### src/rtl/cpu_defs.sv
// rtl/cpu_defs.sv - shared CPU datapath widths, load-op codes and memory-stage types
package cpu_defs;

    localparam int DATA_W    = 32;
    localparam int REG_IDX_W = 5;

    localparam logic [2:0] LD_OP_W  = 3'd0;
    localparam logic [2:0] LD_OP_B  = 3'd1;
    localparam logic [2:0] LD_OP_H  = 3'd2;
    localparam logic [2:0] LD_OP_BU = 3'd3;
    localparam logic [2:0] LD_OP_HU = 3'd4;

    typedef enum logic {
        BUF_WAIT = 1'b0,
        BUF_HAVE = 1'b1
    } buf_state_e;

    typedef struct packed {
        logic [DATA_W-1:0]    pc;
        logic [DATA_W-1:0]    alu_result;
        logic [REG_IDX_W-1:0] rf_waddr;
        logic                 rf_we;
        logic                 res_from_mem;
        logic [2:0]           ld_op;
    } ms_payload_t;

endpackage

### src/rtl/mem_stage_if.sv
// rtl/mem_stage_if.sv - execute->memory and memory->write-back stage handshake bundles
interface es_ms_if;
    import cpu_defs::*;

    logic                 es_to_ms_valid;
    logic                 ms_allowin;
    logic [DATA_W-1:0]    es_pc;
    logic [DATA_W-1:0]    es_alu_result;
    logic [REG_IDX_W-1:0] es_rf_waddr;
    logic                 es_rf_we;
    logic                 es_res_from_mem;
    logic [2:0]           es_ld_op;

    modport master (
        output es_to_ms_valid, es_pc, es_alu_result, es_rf_waddr,
               es_rf_we, es_res_from_mem, es_ld_op,
        input  ms_allowin
    );

    modport slave (
        input  es_to_ms_valid, es_pc, es_alu_result, es_rf_waddr,
               es_rf_we, es_res_from_mem, es_ld_op,
        output ms_allowin
    );
endinterface

interface ms_ws_if;
    import cpu_defs::*;

    logic                 ms_to_ws_valid;
    logic                 ws_allowin;
    logic [DATA_W-1:0]    ms_pc;
    logic [DATA_W-1:0]    ms_rf_wdata;
    logic [REG_IDX_W-1:0] ms_rf_waddr;
    logic                 ms_rf_we;

    modport master (
        output ms_to_ws_valid, ms_pc, ms_rf_wdata, ms_rf_waddr, ms_rf_we,
        input  ws_allowin
    );

    modport slave (
        input  ms_to_ws_valid, ms_pc, ms_rf_wdata, ms_rf_waddr, ms_rf_we,
        output ws_allowin
    );
endinterface

### src/rtl/mem_stage_load_align.sv
// rtl/mem_stage_load_align.sv - selects and extends the byte/halfword/word of a load response
module load_align
    import cpu_defs::*;
(
    input  logic [2:0]        ld_op,
    input  logic [1:0]        offset,
    input  logic [DATA_W-1:0] word,
    output logic [DATA_W-1:0] result
);

    logic [7:0]  byte_sel;
    logic [15:0] half_sel;

    always_comb begin
        case (offset)
            2'd0:    byte_sel = word[7:0];
            2'd1:    byte_sel = word[15:8];
            2'd2:    byte_sel = word[23:16];
            default: byte_sel = word[31:24];
        endcase
        // offset[0] is ignored for halfwords; misaligned accesses trap before this stage
        half_sel = offset[1] ? word[31:16] : word[15:0];

        case (ld_op)
            LD_OP_B:  result = {{24{byte_sel[7]}}, byte_sel};
            LD_OP_BU: result = {24'h0, byte_sel};
            LD_OP_H:  result = {{16{half_sel[15]}}, half_sel};
            LD_OP_HU: result = {16'h0, half_sel};
            default:  result = word;
        endcase
    end

endmodule

### src/rtl/mem_stage.sv
// rtl/mem_stage.sv - memory-access pipeline stage: load response wait/buffer, alignment, bypass
module mem_stage
    import cpu_defs::*;
(
    input  logic                 clk,
    input  logic                 resetn,
    es_ms_if.slave               es,
    ms_ws_if.master              ws,
    input  logic                 data_sram_data_ok,
    input  logic [DATA_W-1:0]    data_sram_rdata,
    output logic                 ms_fwd_we,
    output logic [REG_IDX_W-1:0] ms_fwd_waddr,
    output logic [DATA_W-1:0]    ms_fwd_wdata,
    output logic                 ms_fwd_blk
);

    logic        ms_valid_q, ms_valid_d;
    ms_payload_t payload_q, payload_d;
    buf_state_e  buf_state_q, buf_state_d;
    logic [DATA_W-1:0] buf_data_q, buf_data_d;

    logic              buf_have;
    logic              ms_ready_go;
    logic              ms_leave;
    logic [DATA_W-1:0] load_word;
    logic [DATA_W-1:0] load_data;
    logic [DATA_W-1:0] rf_wdata;

    assign buf_have    = (buf_state_q == BUF_HAVE);
    assign ms_ready_go = !payload_q.res_from_mem | data_sram_data_ok | buf_have;
    assign es.ms_allowin = !ms_valid_q | (ms_ready_go & ws.ws_allowin);
    assign ws.ms_to_ws_valid = ms_valid_q & ms_ready_go;
    assign ms_leave    = ws.ms_to_ws_valid & ws.ws_allowin;

    always_comb begin
        ms_valid_d = ms_valid_q;
        payload_d  = payload_q;
        if (es.ms_allowin) begin
            ms_valid_d = es.es_to_ms_valid;
        end
        if (es.es_to_ms_valid & es.ms_allowin) begin
            payload_d = '{pc:           es.es_pc,
                          alu_result:   es.es_alu_result,
                          rf_waddr:     es.es_rf_waddr,
                          rf_we:        es.es_rf_we,
                          res_from_mem: es.es_res_from_mem,
                          ld_op:        es.es_ld_op};
        end
    end

    // The response is held only when write-back refuses it in its arrival cycle.
    always_comb begin
        buf_state_d = buf_state_q;
        buf_data_d  = buf_data_q;
        case (buf_state_q)
            BUF_WAIT: begin
                if (ms_valid_q & payload_q.res_from_mem & data_sram_data_ok & !ws.ws_allowin) begin
                    buf_state_d = BUF_HAVE;
                    buf_data_d  = data_sram_rdata;
                end
            end
            BUF_HAVE: begin
                if (ms_leave) begin
                    buf_state_d = BUF_WAIT;
                end
            end
            default: buf_state_d = BUF_WAIT;
        endcase
    end

    always_ff @(posedge clk) begin
        if (!resetn) begin
            ms_valid_q  <= 1'b0;
            payload_q   <= '0;
            buf_state_q <= BUF_WAIT;
            buf_data_q  <= '0;
        end else begin
            ms_valid_q  <= ms_valid_d;
            payload_q   <= payload_d;
            buf_state_q <= buf_state_d;
            buf_data_q  <= buf_data_d;
        end
    end

    assign load_word = buf_have ? buf_data_q : data_sram_rdata;

    load_align u_load_align (
        .ld_op  (payload_q.ld_op),
        .offset (payload_q.alu_result[1:0]),
        .word   (load_word),
        .result (load_data)
    );

    assign rf_wdata = payload_q.res_from_mem ? load_data : payload_q.alu_result;

    assign ws.ms_pc       = payload_q.pc;
    assign ws.ms_rf_wdata = rf_wdata;
    assign ws.ms_rf_waddr = payload_q.rf_waddr;
    assign ws.ms_rf_we    = payload_q.rf_we;

    assign ms_fwd_we    = ms_valid_q & payload_q.rf_we;
    assign ms_fwd_waddr = payload_q.rf_waddr;
    assign ms_fwd_wdata = rf_wdata;
    assign ms_fwd_blk   = ms_valid_q & payload_q.res_from_mem & !buf_have & !data_sram_data_ok;

endmodule

### src/flat_wrapper.sv
// flat-port wrapper written by rule: the top's interface ports become plain ports
module mem_stage_flat import cpu_defs::*;
  (clk, resetn, data_sram_data_ok, data_sram_rdata, ms_fwd_we, ms_fwd_waddr, ms_fwd_wdata, ms_fwd_blk, es_es_to_ms_valid, es_es_pc, es_es_alu_result, es_es_rf_waddr, es_es_rf_we, es_es_res_from_mem, es_es_ld_op, es_ms_allowin, ws_ms_to_ws_valid, ws_ms_pc, ws_ms_rf_wdata, ws_ms_rf_waddr, ws_ms_rf_we, ws_ws_allowin);
  es_ms_if es_i ();
  ms_ws_if ws_i ();
  input  logic clk;
  input  logic resetn;
  input  logic data_sram_data_ok;
  input  logic [DATA_W-1:0] data_sram_rdata;
  output logic ms_fwd_we;
  output logic [REG_IDX_W-1:0] ms_fwd_waddr;
  output logic [DATA_W-1:0] ms_fwd_wdata;
  output logic ms_fwd_blk;
  input wire logic [$bits(es_i.es_to_ms_valid)-1:0] es_es_to_ms_valid;
  input wire logic [$bits(es_i.es_pc)-1:0] es_es_pc;
  input wire logic [$bits(es_i.es_alu_result)-1:0] es_es_alu_result;
  input wire logic [$bits(es_i.es_rf_waddr)-1:0] es_es_rf_waddr;
  input wire logic [$bits(es_i.es_rf_we)-1:0] es_es_rf_we;
  input wire logic [$bits(es_i.es_res_from_mem)-1:0] es_es_res_from_mem;
  input wire logic [$bits(es_i.es_ld_op)-1:0] es_es_ld_op;
  output wire logic [$bits(es_i.ms_allowin)-1:0] es_ms_allowin;
  output wire logic [$bits(ws_i.ms_to_ws_valid)-1:0] ws_ms_to_ws_valid;
  output wire logic [$bits(ws_i.ms_pc)-1:0] ws_ms_pc;
  output wire logic [$bits(ws_i.ms_rf_wdata)-1:0] ws_ms_rf_wdata;
  output wire logic [$bits(ws_i.ms_rf_waddr)-1:0] ws_ms_rf_waddr;
  output wire logic [$bits(ws_i.ms_rf_we)-1:0] ws_ms_rf_we;
  input wire logic [$bits(ws_i.ws_allowin)-1:0] ws_ws_allowin;
  assign es_i.es_to_ms_valid = es_es_to_ms_valid;
  assign es_i.es_pc = es_es_pc;
  assign es_i.es_alu_result = es_es_alu_result;
  assign es_i.es_rf_waddr = es_es_rf_waddr;
  assign es_i.es_rf_we = es_es_rf_we;
  assign es_i.es_res_from_mem = es_es_res_from_mem;
  assign es_i.es_ld_op = es_es_ld_op;
  assign es_ms_allowin = es_i.ms_allowin;
  assign ws_ms_to_ws_valid = ws_i.ms_to_ws_valid;
  assign ws_ms_pc = ws_i.ms_pc;
  assign ws_ms_rf_wdata = ws_i.ms_rf_wdata;
  assign ws_ms_rf_waddr = ws_i.ms_rf_waddr;
  assign ws_ms_rf_we = ws_i.ms_rf_we;
  assign ws_i.ws_allowin = ws_ws_allowin;
  mem_stage u_core (.clk(clk), .resetn(resetn), .es(es_i), .ws(ws_i), .data_sram_data_ok(data_sram_data_ok), .data_sram_rdata(data_sram_rdata), .ms_fwd_we(ms_fwd_we), .ms_fwd_waddr(ms_fwd_waddr), .ms_fwd_wdata(ms_fwd_wdata), .ms_fwd_blk(ms_fwd_blk));
endmodule
### config.mk
export PLATFORM = sky130hd
export DESIGN_NAME = mem_stage_flat
export DESIGN_NICKNAME = d
export VERILOG_FILES = /design/src/rtl/cpu_defs.sv /design/src/rtl/mem_stage_if.sv /design/src/rtl/mem_stage_load_align.sv /design/src/rtl/mem_stage.sv /design/src/flat_wrapper.sv
export SDC_FILE = /design/constraint.sdc
export NUM_CORES = 1
export LEC_CHECK = 0
export ABC_AREA = 1
export BUFFER_PORTS_ARGS = -buffer_cell sky130_fd_sc_hd__buf_2
export CAP_MARGIN = 0
export CORE_UTILIZATION = 46
export DETAILED_ROUTE_END_ITERATION = 7
export GPL_ROUTABILITY_DRIVEN = 1
export GPL_TIMING_DRIVEN = 0
export PLACE_DENSITY = 0.85
export SETUP_SLACK_MARGIN = 0.5
export SYNTH_ARGS = -nofsm -noshare
export SYNTH_HDL_FRONTEND = slang
export SYNTH_SLANG_ARGS = --single-unit
### constraint.sdc
create_clock -name clk -period 1.3 [get_ports clk]
set_input_delay 0.065 -clock clk [delete_from_list [all_inputs] [get_ports clk]]
set_output_delay 0.065 -clock clk [all_outputs]
set_load 0.1 [all_outputs]
==> results.tsv, run 1 <==
metric	value	unit
status	stopped before the end	
Fail Step	global routing (5_1_grt)	
Err	[ERROR DPL-0038] Utilization greater than 100%, impossible to legalize	
synth warn	0	
worst slack, placed	-0.803	ns
Die Ht	119	µm
simple-gate area share of the yosys netlist	32.3	%
# rows	42	
I/O pin cnt	222	
post-DP HPWL	15800	µm
Compound-Gate Fraction of Synth Area	13.3	%
Synth cell types	24	
DP Area	0.00856	mm²
synth top area cells	dfxtp_1 34%, nand2_1 17%, buf_4 11%	
synthesized flop and latch total	108	
Cell Area, Synth	0.00627	mm²
adder-cell share of the synthesized area	0	%
Synth Instances	994	
EDFF count, synth	0	
CTS buffer count	9	
worst endpoint type	output port	
Post-Syn Nets	1105	
Commonest cells post-synth	284 x nand2_1, 117 x nand3_1, 108 x dfxtp_1	
root buffer cell	clkbuf_16	
Clock Tree Buf Depth	2	
CTS sink count	108	
Mean Syn Cell Area	6.31	µm²
post-synth top area share	34.5	%
count leader, synth	nand2_1	
# placed instances	1391	
Die Wd	119	µm
Async SR Flop Fraction	0	%
largest family of logic cells by synthesized area	simple AND/OR/NAND/NOR gates	
largest net degree at the start of global routing	19	
Synth Area in XOR/XNOR	0	%
prevailing post-synth register cell	dfxtp_1	
Seq/Total Area, Yosys	34.5	%
# H-tree levels	3	
post-synthesis mux area share	0	%
area leader, netlist	dfxtp_1	
GR repair worst EP	ws_ms_rf_wdata[18]	
RePlAce Congestion	0.919	
port bufs	221	
Initial Util	47.2	%
==> kinds of logic after synthesis <==
| kind of cell | count (synthesis) |
|---|---|
| compound gates | 164 |
| buf+inv | 236 |
| simple gates | 486 |
| flops | 108 |
==> through the flow <==
stage	setup TNS (ns)	util, %
after CTS	-82.58	88.6
after detailed placement	-58.34	64.4
after global placement	-55.02	64.4
after floorplan	-29.93	-
==> what timing repair did <==
item                                   CTS
endpoints found under the hold margin   90
pin swaps                               45
setup endpoints to repair              219
resized for setup                      399
buffers inserted                        31
cloned                                  14
hold buffers                            90
==> run 2: changes to the inputs <==
--- a/config.mk
+++ b/config.mk
@@ -8,12 +8,11 @@
 export ABC_AREA = 1
 export BUFFER_PORTS_ARGS = -buffer_cell sky130_fd_sc_hd__buf_2
 export CAP_MARGIN = 0
-export CORE_UTILIZATION = 46
+export CORE_UTILIZATION = 40
 export DETAILED_ROUTE_END_ITERATION = 7
 export GPL_ROUTABILITY_DRIVEN = 1
 export GPL_TIMING_DRIVEN = 0
-export PLACE_DENSITY = 0.85
-export SETUP_SLACK_MARGIN = 0.5
+export PLACE_DENSITY_LB_ADDON = 0.15
 export SYNTH_ARGS = -nofsm -noshare
 export SYNTH_HDL_FRONTEND = slang
 export SYNTH_SLANG_ARGS = --single-unit
==> constraint.sdc (replaced) <==
create_clock -name clk -period 1.69 [get_ports clk]
set_input_delay 0.0845 -clock clk [delete_from_list [all_inputs] [get_ports clk]]
set_output_delay 0.0845 -clock clk [all_outputs]
set_load 0.1 [all_outputs]
==> run 2 against run 1 <==
  * The flow now finishes, with violations (negative setup slack)
  * Synthesized area is the same
  * Synthesized cell count unchanged
==> results.tsv, run 2 <==
metric	value	unit	change
most common cell after layout, fill and taps aside	nand2_1		
DRC violations left	0		
Layout Nets	1416		
Max Cap Viol	0		
skew final	0.00520	ns	
Commonest cells post-synth	284 x nand2_1, 117 x nand3_1, 108 x dfxtp_1		
overall power	10.2	mW	
commonest cells after routing, fill and taps aside	188 x nand2_1, 160 x buf_2, 102 x dfxtp_1, 86 x nand3_1, 85 x a21oi_1		
r2r setup slk	0.07	ns	
Cell Area, Synth	0.00627	mm²	unchanged
root buffer cell	clkbuf_16		
prevailing post-synth register cell	dfxtp_1		
# placed instances	1426		+2.5%
Post-Layout Inst Area	0.0110	mm²	
count leader, synth	nand2_1		
area leader, netlist	dfxtp_1		
first-pass GRT wire length	35500	µm	
post-route non-filler standard cell count	1523		
final hold viol count	0		
DRT iter0 DRCs	432		
post-DP HPWL	15600	µm	-1.8%
Global Route Usage Sum	28.2	%	
Setup CP Type	reg -> out		
CP startpoint kind	register		
Async SR Flop Fraction	0	%	unchanged
EDFF count, synth	0		unchanged
Seq/Total Area, Yosys	34.5	%	unchanged
Clk Latency, worst-skew pair	0.36	ns	
final WL	23600	µm	
crit path max fanout	9		
CTS tree	built		
share of cells above drive strength 1	42.1	%	
actual slew at the worst max-slew pin	0.593	ns	
DP Area	0.00834	mm²	-2.6%
Slew Viols, Final	0		
Sw Ratio	44.6	%	
DR vias/cell	4.95		
I/O pin cnt	222		unchanged
via count of the routed design	7546		
Mean Syn Cell Area	6.31	µm²	unchanged
Synth Instances	994		unchanged
initial antenna violation count	2		
Worst EP required	1.61	ns	
vias in the first global route	7083		
total grt overflow	0		
fin crit share	134	%	
worst min-delay path category	in -> reg		
final-layout fill cell count	1189		
CP arrival	2.17	ns	
synthesized flop and latch total	108		unchanged
largest net degree at the start of global routing	19		
antenna violation net count after detailed routing	0		
DIE AREA	0.0162	mm²	
synth top area cells	dfxtp_1 34%, nand2_1 17%, buf_4 11%		
Post-Syn Nets	1105		unchanged
failing checks	negative setup slack		
Slew headroom	60.4	%	
RSZ-0062 raised after global routing	yes		
CTS buffer count	9		unchanged
max frequency	0.443	GHz	
area of the multi-input gates	0.00362	mm²	
Synth cell types	24		unchanged
Period minus WS final	2.26	ns	
1st-pass router iterations	5		
slack of the critical path	-0.566	ns	
post-synth top area share	34.5	%	unchanged
Lkg Pwr	5.17	nW	
# H-tree levels	3		unchanged
Reg power frac	26.9	%	
final setup fails	64		
sequential cell area	0.00217	mm²	
Die Wd	127	µm	+7.1%
CTS sink count	108		unchanged
pwr/cell area	928	mW/mm²	
status	complete, but fails checks		
crit path capture type	output port		
Area Overhead vs Synth	75.6	%	
port bufs	221		unchanged
register with the most flip-flops	u_core.payload_q		
Max IR drop VDD	0.000707	V	
Clock Tree Buf Depth	2		unchanged
worst slack, placed	-0.471	ns	+0.332 ns
# rows	45		+7.1%
RePlAce Congestion	0.922		+0.30%
clock network power share	20.7	%	
routed length per instance	15.5	µm	
Switching Power	4.56	mW	
Die Ht	127	µm	+7.1%
synth warn	0		unchanged
setup TNS	-28.73	ns	
Largest register FFs	36		
Clock transition at path regs	0.08	ns	
Internal	5.66	mW	
CORE AREA	0.0153	mm²	
Gate power share	52.4	%	
Initial Util	41.1	%	-6.1 points
[run 2: logic make-up (layout without fill, tap and decap cells)]
family          count (synthesis)  after routing  synth area share, %
other cells                     0              2                    0
buf+inv                       236            552                 19.9
compound gates                164            164                 13.3
flops                         108            108                 34.5
simple gates                  486            486                 32.3
[run 2: path summary, 6_finish.rpt]
check	from	endpoint	cells after the start
worst min register to register	u_core.payload_q[30]$_SDFFE_PN0P_	u_core.payload_q[30]$_SDFFE_PN0P_	2
worst max-delay path	u_core.buf_have$_SDFF_PN0_	ws_ms_rf_wdata[25]	12
worst min-delay path	es_es_alu_result[24]	u_core.payload_q[34]$_SDFFE_PN0P_	3
worst max register to register	u_core.buf_have$_SDFF_PN0_	u_core.payload_q[35]$_SDFFE_PN0P_	8
[run 2: per-layer routing]
layer,up-vias,part of all wire [%],GRT usage (%)
li1,3701,-,-
met1,3489,39,32.1
met2,307,51,51.8
met3,49,6.5,5.23
met4,0,3.1,11.5
met5,-,0,0
[run 2: area by class of cell]
cell class                 count  share of cell area, %
clock buffer                  10                   2.17
buffer                       136                   11.9
antenna                        2                 0.0454
timing repair buffer         300                   26.3
inverter                     100                   4.24
clock inverter                 6                  0.432
sequential                   108                   19.7
tap                          211                   2.40
multi-input combinational    650                   32.8
[run 2: power groups by stage]
| stage | logic [mW] | registers (mW) | clock network, mW |
|---|---|---|---|
| global placement | 4.12 | 2.80 | 0 |
| global route | 5.58 | 2.77 | 2.24 |
| finish | 5.36 | 2.75 | 2.11 |
| CTS | 5.02 | 2.75 | 2.14 |
| floorplan | 3.50 | 2.80 | 0 |
| detailed placement | 4.14 | 2.81 | 0 |
[run 2: repair_timing]
| item | CTS | global route |
|---|---|---|
| setup endpoints to repair | 67 | 160 |
| gates cloned | 2 | 0 |
| pin swaps | 28 | 24 |
| buffers inserted | 7 | 9 |
| endpoints found under the hold margin | 62 | 0 |
| hold buffers | 62 | 0 |
| gates resized for setup | 308 | 124 |
[run 2: through the flow]
stage | utilization [%] | hold WS (ns)
after CTS | 68.7 | 0.000752
after detailed placement | 54.7 | 0.356
final | 72.2 | 0.00176
after global routing | 72.2 | 0.0120
after floorplan | - | 0.230
after global placement | 54.7 | 0.350
[run 2: critical path, stage by stage (launching register included)]
cell and delay [ns]:
dfxtp_4 0.38, buf_12 0.15, nand2_1 0.11, nand3_4 0.12, nand3_4 0.09, nand3_4 0.10, buf_12 0.13, buf_8 0.13
nand3_2 0.08, nand2_2 0.09, clkinvlp_4 0.13, buf_6 0.14, buf_12 0.15
Note: power is estimated with default switching activity, not from simulation.
==> run 3: changes to the inputs <==
--- a/config.mk
+++ b/config.mk
@@ -12,6 +12,7 @@
 export DETAILED_ROUTE_END_ITERATION = 7
 export GPL_ROUTABILITY_DRIVEN = 1
 export GPL_TIMING_DRIVEN = 0
+export HOLD_SLACK_MARGIN = 0.03
 export PLACE_DENSITY_LB_ADDON = 0.15
 export SYNTH_ARGS = -nofsm -noshare
 export SYNTH_HDL_FRONTEND = slang
==> run 3 against run 2 <==
  * The flow still finishes with violations (negative setup slack)
  * Clock-buffer cell count did not move
  * Non-clock buffer count rose by 34
  * Die area did not move
  * Clock power barely moved
  * Hold slack improved by 0.016 ns
  * Critical path depth did not move
  * Critical path type unchanged
==> results.tsv, run 3 (synthesized netlist as in run 2, its figures left out) <==
metric	value	unit	change
I/O pin cnt	222		unchanged
Internal	5.70	mW	+0.76%
Worst Hold Launch	data_sram_rdata[11]		
slowest stage delay, CP	0.38	ns	about the same
slack of the critical path	-0.580	ns	-0.0134 ns
RSZ-0062 raised after global routing	yes		
pwr/cell area	910	mW/mm²	-1.9%
RePlAce Congestion	0.922		unchanged
CP startpoint	u_core.buf_have$_SDFF_PN0_		
CORE AREA	0.0153	mm²	unchanged
Slew Viols, Final	0		unchanged
crit path max fanout	9		unchanged
Switching Power	4.60	mW	+0.75%
antenna violation net count after detailed routing	0		unchanged
hold path cells	3		unchanged
vias in the first global route	7302		+3.1%
register with the most flip-flops	u_core.payload_q		
Initial Util	41.1	%	unchanged
fin crit share	134	%	+0.80 points
CTS tree	built		
post-DP HPWL	15600	µm	unchanged
Worst Reg-to-Reg Cells	8		unchanged
most common cell after layout, fill and taps aside	nand2_1		
Max IR drop VDD	0.000625	V	-12%
reg2reg start	u_core.buf_have$_SDFF_PN0_		
Final Core Density	74.2	%	+2.0 points
Setup CP Type	reg -> out		
worst slack, placed	-0.471	ns	unchanged
initial antenna violation count	2		unchanged
failing checks	negative setup slack		
DRC violations left	0		unchanged
setup TNS	-28.92	ns	-0.188 ns
port bufs	221		unchanged
Area Overhead vs Synth	80.4	%	
DR vias/cell	4.93		-0.42%
post-route non-filler standard cell count	1557		+2.2%
Global Route Usage Sum	28.7	%	+0.50 points
CP arrival	2.19	ns	+0.02 ns
# rows	45		unchanged
status	complete, but fails checks		
share of cells above drive strength 1	40.3	%	-1.7 points
final WL	24000	µm	+1.6%
final setup fails	64		unchanged
Clk Latency, worst-skew pair	0.36	ns	about the same
Reg power frac	26.7	%	-0.2 points
Die Wd	127	µm	unchanged
clock network power share	20.7	%	about the same
via count of the routed design	7682		+1.8%
largest net degree at the start of global routing	19		unchanged
total grt overflow	0		unchanged
Largest register FFs	36		unchanged
root buffer cell	clkbuf_16		
CTS buffer count	9		unchanged
actual slew at the worst max-slew pin	0.558	ns	-0.0350 ns
worst min-delay path category	in -> reg		
Gate power share	52.6	%	+0.2 points
hold slack final	0.0178	ns	+0.0161 ns
max frequency	0.441	GHz	-0.59%
Slew headroom	62.8	%	+2.3 points
Clock Tree Buf Depth	2		unchanged
crit path capture type	output port		
DIE AREA	0.0162	mm²	unchanged
# placed instances	1426		unchanged
first-pass GRT wire length	36200	µm	+2.2%
r2r setup slk	0.07	ns	about the same
final-layout fill cell count	1152		-3.1%
commonest cells after routing, fill and taps aside	197 x nand2_1, 160 x buf_2, 102 x dfxtp_1, 96 x dlygate4sd3_1		
Clock transition at path regs	0.08	ns	about the same
1st-pass router iterations	5		unchanged
Layout Nets	1450		+2.4%
Lkg Pwr	5.32	nW	+2.8%
routed length per instance	15.4	µm	-0.64%
skew final	0.00852	ns	+0.00332 ns
Die Ht	127	µm	unchanged
Worst EP required	1.61	ns	about the same
Period minus WS final	2.27	ns	+0.0134 ns
final hold viol count	0		unchanged
CTS sink count	108		unchanged
DRT iter0 DRCs	532		+23%
Max Cap Viol	0		unchanged
Sw Ratio	44.6	%	about the same
# H-tree levels	3		unchanged
Slowest-stage cell, CP	dfxtp_4		
crit path cell chain	buf_12 -> nand2_1 -> nand3_4 -> nand3_4 -> nand3_4 -> buf_12 -> buf_8 -> nand3_2 -> nand2_2 -> clkinvlp_4 -> buf_6 -> buf_12		
CP startpoint kind	register		
## run 3: changes by cell type in the layout (fill, tap and decap cells not counted), moves of 2 or more
cell	change
nand2_1	+9
dlygate4sd3_1	+34
buf_6	-3
nand2_2	-9
buf_8	+2
buf_4	+4
## run 3: per-layer routing
metal | global-route usage, % | up-vias | wire length, µm
li1 | - | 3775 | -
met1 | 32.9 | 3527 | 9340
met2 | 52.3 | 324 | 12200
met3 | 4.98 | 56 | 1550
met4 | 12.6 | 0 | 831
met5 | 0 | - | 0
## run 3: critical path, delay by kind of cell, from the launching register on
kind	cells	cell delay [ns]
buffers and inverters	6	0.83
and+or+nand+nor	6	0.60
DFF	1	0.38
## run 3: path summary, 6_finish.rpt
| kind | end |
|---|---|
| setup reg to reg | u_core.ms_fwd_waddr[0]$_SDFFE_PN0P_ |
| hold / removal | u_core.buf_data_q[11]$_SDFFE_PN0P_ |
| setup / recovery | ws_ms_rf_wdata[25] |
| hold reg to reg | u_core.payload_q[33]$_SDFFE_PN0P_ |
## run 3: power groups by stage
stage	Sequential [mW]	Combinational (mW)	Clock (mW)
global placement	2.80	4.12	0
floorplan	2.80	3.50	0
CTS	2.75	5.09	2.14
detailed placement	2.81	4.14	0
global route	2.77	5.63	2.24
finish	2.75	5.41	2.13
## run 3: timing repair
action                     4_1_cts  5_1_grt
setup endpoints to repair       67      160
hold endpoints to repair        96        0
pin swaps                       28       24
gates cloned                     2        0
hold buffers                    96        0
buffers inserted                 7        8
resized for setup              308      112
## run 3: cell type report
cell class	count	area (µm²)	share of cell area (%)
Antenna cell	2	5.00	0.0442
Buffer	136	1300	11.5
Clock buffer	10	239	2.11
Clock inverter	6	47.5	0.420
Inverter	100	467	4.12
Multi-Input combinational cell	650	3610	31.9
Sequential cell	108	2170	19.2
Tap cell	211	264	2.33
Timing Repair Buffer	334	3220	28.4
## run 3: through the flow
| step | total power, mW | area (µm²) |
|---|---|---|
| after global placement | 6.92 | 8340 |
| after detailed placement | 6.94 | 8340 |
| after CTS | 9.97 | 10800 |
| final | 10.3 | 11300 |
| after floorplan | 6.30 | 6970 |
| after global routing | 10.6 | 11300 |
